[config.mk]
export PLATFORM = sky130hd
export DESIGN_NAME = ghr_ckpt_ctrl
export DESIGN_NICKNAME = d
export VERILOG_FILES = /design/src/rtl/bp_pkg.sv /design/src/rtl/ckpt_fifo.sv /design/src/rtl/ghr_ckpt_ctrl.sv
export SDC_FILE = /design/constraint.sdc
export NUM_CORES = 1
export LEC_CHECK = 0
export ABC_AREA = 0
export CAP_MARGIN = 30
export CORE_UTILIZATION = 60
export DETAILED_ROUTE_END_ITERATION = 6
export PLACE_DENSITY_LB_ADDON = 0.25
export SLEW_MARGIN = 25
export SYNTH_ARGS = -nofsm -noshare
export SYNTH_HDL_FRONTEND = slang
export SYNTH_SLANG_ARGS = --single-unit
[constraint.sdc]
create_clock -name clk -period 4.3 [get_ports clk]
set_input_delay 0.43 -clock clk [delete_from_list [all_inputs] [get_ports clk]]
set_output_delay 0.43 -clock clk [all_outputs]
set_load 0.05 [all_outputs]
[src/rtl/bp_pkg.sv]
// Shared branch-predictor types: default history length and checkpoint layout.
package bp_pkg;

    localparam int unsigned HIST_W_DEF = 4;

    typedef struct packed {
        logic                  taken;
        logic [HIST_W_DEF-1:0] hist;
    } bp_ckpt_t;

endpackage

[src/rtl/ckpt_fifo.sv]
// Circular buffer of in-flight branch checkpoints with push, pop and clear.
module ckpt_fifo
    import bp_pkg::*;
#(
    parameter int unsigned DEPTH   = 8,
    parameter type         entry_t = bp_ckpt_t
) (
    input  logic                     clk,
    input  logic                     rst,
    input  logic                     push,
    input  entry_t                   push_data,
    input  logic                     pop,
    input  logic                     clear,
    output entry_t                   head_data,
    output logic [$clog2(DEPTH):0]   count,
    output logic                     full,
    output logic                     empty
);

    localparam int unsigned PTR_W = $clog2(DEPTH);

    entry_t           mem [DEPTH];
    logic [PTR_W-1:0] head;
    logic [PTR_W-1:0] tail;
    logic             do_push;
    logic             do_pop;

    assign full      = (count == ($clog2(DEPTH) + 1)'(DEPTH));
    assign empty     = (count == '0);
    assign do_push   = push & ~full;
    assign do_pop    = pop & ~empty;
    assign head_data = mem[head];

    // Checkpoint storage; contents need no reset since count gates validity.
    always_ff @(posedge clk) begin
        if (do_push) begin
            mem[tail] <= push_data;
        end
    end

    // Pointer and occupancy bookkeeping; clear empties the buffer.
    always_ff @(posedge clk) begin
        if (rst || clear) begin
            head  <= '0;
            tail  <= '0;
            count <= '0;
        end else begin
            if (do_push) begin
                tail <= tail + PTR_W'(1);
            end
            if (do_pop) begin
                head <= head + PTR_W'(1);
            end
            case ({do_push, do_pop})
                2'b10:   count <= count + 1'b1;
                2'b01:   count <= count - 1'b1;
                default: count <= count;
            endcase
        end
    end

endmodule

[src/rtl/ghr_ckpt_ctrl.sv]
// Global history controller: speculative/committed history, checkpoint FIFO,
// mispredict/flush recovery and registered PHT update outputs.
module ghr_ckpt_ctrl
    import bp_pkg::*;
#(
    parameter int unsigned HIST_W = HIST_W_DEF,
    parameter int unsigned DEPTH  = 8
) (
    input  logic                     clk,
    input  logic                     rst,
    input  logic                     pred_valid,
    input  logic                     pred_taken,
    output logic                     pred_ready,
    output logic [HIST_W-1:0]        spec_hist,
    input  logic                     res_valid,
    input  logic                     res_taken,
    input  logic                     flush,
    output logic                     upd_valid,
    output logic [HIST_W-1:0]        upd_hist,
    output logic                     upd_taken,
    output logic                     mispredict,
    output logic [$clog2(DEPTH):0]   count
);

    typedef struct packed {
        logic              taken;
        logic [HIST_W-1:0] hist;
    } ckpt_t;

    logic [HIST_W-1:0] commit_hist;
    logic [HIST_W-1:0] commit_next;
    logic [HIST_W-1:0] spec_next;
    ckpt_t             push_data;
    ckpt_t             head_data;
    logic              full;
    logic              empty;
    logic              accept;
    logic              do_res;
    logic              mis;
    logic              clear;

    assign pred_ready = ~full;
    assign accept     = pred_valid & pred_ready;
    assign do_res     = res_valid & ~empty;
    assign mis        = do_res & (head_data.taken != res_taken);
    assign clear      = mis | flush;
    assign push_data  = '{taken: pred_taken, hist: spec_hist};

    ckpt_fifo #(
        .DEPTH   (DEPTH),
        .entry_t (ckpt_t)
    ) u_fifo (
        .clk       (clk),
        .rst       (rst),
        .push      (accept & ~clear),
        .push_data (push_data),
        .pop       (do_res),
        .clear     (clear),
        .head_data (head_data),
        .count     (count),
        .full      (full),
        .empty     (empty)
    );

    // Next committed and speculative history; recovery restores from the
    // post-resolve committed value so a same-cycle correct resolve is kept.
    always_comb begin
        commit_next = commit_hist;
        if (do_res) begin
            commit_next = {commit_hist[HIST_W-2:0], res_taken};
        end
        spec_next = spec_hist;
        if (mis || flush) begin
            spec_next = commit_next;
        end else if (accept) begin
            spec_next = {spec_hist[HIST_W-2:0], pred_taken};
        end
    end

    // History registers.
    always_ff @(posedge clk) begin
        if (rst) begin
            spec_hist   <= '0;
            commit_hist <= '0;
        end else begin
            spec_hist   <= spec_next;
            commit_hist <= commit_next;
        end
    end

    // Registered PHT update and mispredict pulses.
    always_ff @(posedge clk) begin
        if (rst) begin
            upd_valid  <= 1'b0;
            upd_hist   <= '0;
            upd_taken  <= 1'b0;
            mispredict <= 1'b0;
        end else begin
            upd_valid  <= do_res;
            mispredict <= mis;
            if (do_res) begin
                upd_hist  <= head_data.hist;
                upd_taken <= res_taken;
            end
        end
    end

endmodule

==> impl_metrics.toml <==
[status]
status = "finished, final reports clean"

[route]
drtIter0Drc = 102
vias_per_cell = 6.21
drt.antenna.violating_nets = 0
wirelength_um = 5540
first_pass_iters = 4
drc = 0
wl_per_cell_um = 18.5
vias = 1858

[cts]
ctsResizeCount = 0
cts_tree = "yes"
clk_root_buffer_cell = "clkbuf_8"
clk_latency_ps = 330
ctsHtreeMaxLevel = 3
cts.clk_slew.worst_paths_ps = 70
hold_buffers = 0
max-clock-path-buffers = 2
numCtsBuffers = 9
numClockSinks = 68
post_cts_buffers = 0

[sta]
slew_headroom_pct = 33.5
min_period_ps = 3390
setup_viol = 0
rsz0062_at_grt = "no"
tns_ps = 0
slew_violations = 0
worstMarginPinSlew_ps = 994
fmax_mhz = 295
post-route-period-util_pct = 78.9
fin_worst_skew_ps = 7.98
finalHoldViolCount = 0

[synth]
syn_area_sq_um = 2910
ys_seq_area_share_pct = 60.5
ys_ff_latch = 68
synth.distinct_cells = 38
syn_inst = 214
synth_area_per_cell_sq_um = 13.6
syn-num-nets = 226
synth_warnings = 0

[grt]
grt_overflow = 0
grt_max_degree = 26
track_usage_pct = 24.3
grt-busiest-layer = "met2"
grt_use_met2_pct = 40.3
use_met1_pct = 29.6
antenna_found_initial = 0
grt_pass1_wl_um = 8960
grt_pass1_vias = 1836
met3_usage_pct = 5.49

[setup_path]
critPathLaunchType = "flop"
crit_type = "flop to flop"
ff2ff_path_depth = 13
cp.arrival_ps = 3630
end_kind = "flop"
r2r_end = "u_fifo.count[2]$_SDFFE_PP0P_"
crit_path_end = "u_fifo.count[2]$_SDFFE_PP0P_"
timing.reg2reg.setup_slack_ps = 910
worstPathRequired_ps = 4530
cp_max_fo = 12

[power_and_ir_drop]
p_int_uw = 983
p_sw_uw = 293
p_leak_nw = 1.14
p_per_area_nw_per_um2 = 377
swShare_pct = 23.0
p_clk_share_pct = 38.7
vdd_drop_max_mv = 0.271
power_frac_seq_pct = 54.9
combPwrFrac_pct = 6.3

[floorplan]
row_count = 24
start_util_pct = 64.6
die_area_sq_um = 5130
die_h_um = 71.6
die-width_um = 71.6
ios = 23
core_sq_um = 4500

[cells_and_area]
layout_commonest_cell = "edfxtp_1"
diodes = 0
fin_area_sq_um = 3380
area_delta_synth_final_pct = 16.2
layout_common_cells = "edfxtp_1 (40), dfxtp_1 (28), clkdlybuf4s50_1 (22)"
n_fill_cell = 278
drive_gt1_share_pct = 19.4
final_nets = 254

[place]
io_buffers = 22
hpwl_um = 3790
globalplace.congestion = 0.813
placed_area_sq_um = 3180

[hold_path]
hold_path.class = "flop to flop"
worstHoldStart = "upd_taken$_SDFFE_PP0P_"

[job]
drv_cap = 0
[state kept, by name, summed over array words and instances, names as in the netlist, named ones only]
register and flops:
u_fifo.count 4, u_fifo.head 3, u_fifo.tail 3, upd_hist 4, upd_valid 1, upd_taken 1
spec_hist 4, u_fifo.mem 40, mispredict 1, commit_hist 4
[cells by family (layout without fill, tap and decap cells)]
group,after synthesis,after routing,share of synthesized area (%)
adder cells (fa/ha/maj),5,5,2.15
flip-flops,68,68,60.5
AO/OA/AOI/OAI,28,28,8.90
buffers and inverters,15,48,2.67
AND/OR/NAND/NOR,68,68,12.1
XOR/XNOR,8,8,2.41
multiplexers,22,22,11.2
[layer usage]
metal,vias up,wire length [um]
met5,-,0
met4,0,163
met3,17,398
met2,75,2790
met1,899,2190
li1,867,-
[cell type report]
class	count	area [sq um]	share of cell area (%)
repair buffers	31	285	8.44
multi-input cells	131	1070	31.7
inverters	1	3.75	0.111
well taps	52	65.1	1.92
clock inverters	5	32.5	0.962
flip-flops and latches	68	1760	52.1
clock buffers	11	163	4.81
[power by group through the flow]
stage                     Clock [mW]  Combinational, mW  Sequential (mW)
after floorplan                    0             0.0413            0.727
after global placement             0             0.0776            0.715
after detailed placement           0             0.0800            0.716
after CTS                      0.504             0.0801            0.701
after global routing           0.528             0.0864            0.702
final                          0.495             0.0807            0.701
[worst min-delay path by stage]
stage,to,slack (ps),cells after the start
after floorplan,commit_hist[3]$_SDFF_PP0_,440,2
after global placement,commit_hist[3]$_SDFF_PP0_,450,2
after detailed placement,upd_taken$_SDFFE_PP0P_,460,2
after CTS,upd_taken$_SDFFE_PP0P_,470,2
after global routing,upd_taken$_SDFFE_PP0P_,490,2
final,upd_taken$_SDFFE_PP0P_,460,2
[metrics by stage]
stage	worst slack, ps	total power [mW]	hold WS, ps	instances	util [%]
floorplan	1080	0.768	437	214	-
global placement	1100	0.793	447	282	70.6
detailed placement	930	0.796	456	282	70.6
CTS	906	1.28	470	298	75.0
global route	646	1.32	492	299	75.1
finish	907	1.28	464	299	75.1
[cells in the mapped netlist, drive strengths merged]
library cell / n / share of area, %
o21bai: 1 / 0.26
nor4: 11 / 2.4
ha: 5 / 2.1
nand2: 22 / 3.0
a22oi: 1 / 0.73
nand3b: 2 / 0.52
nand2b: 4 / 0.86
a21boi: 1 / 0.26
nand4: 1 / 0.22
mux4: 8 / 6.2
xnor2: 1 / 0.30
mux2: 5 / 1.9
a2bb2oi: 1 / 0.90
nor3: 3 / 0.52
nor2: 11 / 1.4
a211oi: 8 / 2.1
or4b: 1 / 0.34
o41ai: 1 / 0.95
a21bo: 1 / 0.34
nand3: 6 / 1.0
xor2: 7 / 2.1
nor2b: 2 / 0.43
dfxtp: 28 / 19
clkbuf: 5 / 0.64
nor4b: 3 / 0.90
or3: 1 / 0.22
edfxtp: 40 / 41
buf: 9 / 1.9
a311oi: 1 / 0.90
mux2i: 9 / 3.1
inv: 1 / 0.13
nand4b: 1 / 0.30
a21oi: 13 / 2.5
[worst max-delay path: stages, from the launching register on]
cell,delay (ps)
dfxtp_1,700
mux2_2,430
a2bb2oi_4,190
nand3b_1,180
a21oi_2,90
or3_1,420
ha_1,260
xor2_1,170
ha_1,190
a21oi_1,150
xor2_1,170
nor2_1,70
xnor2_1,120
nor4_1,150
Note: power is estimated with default switching activity, not from simulation.
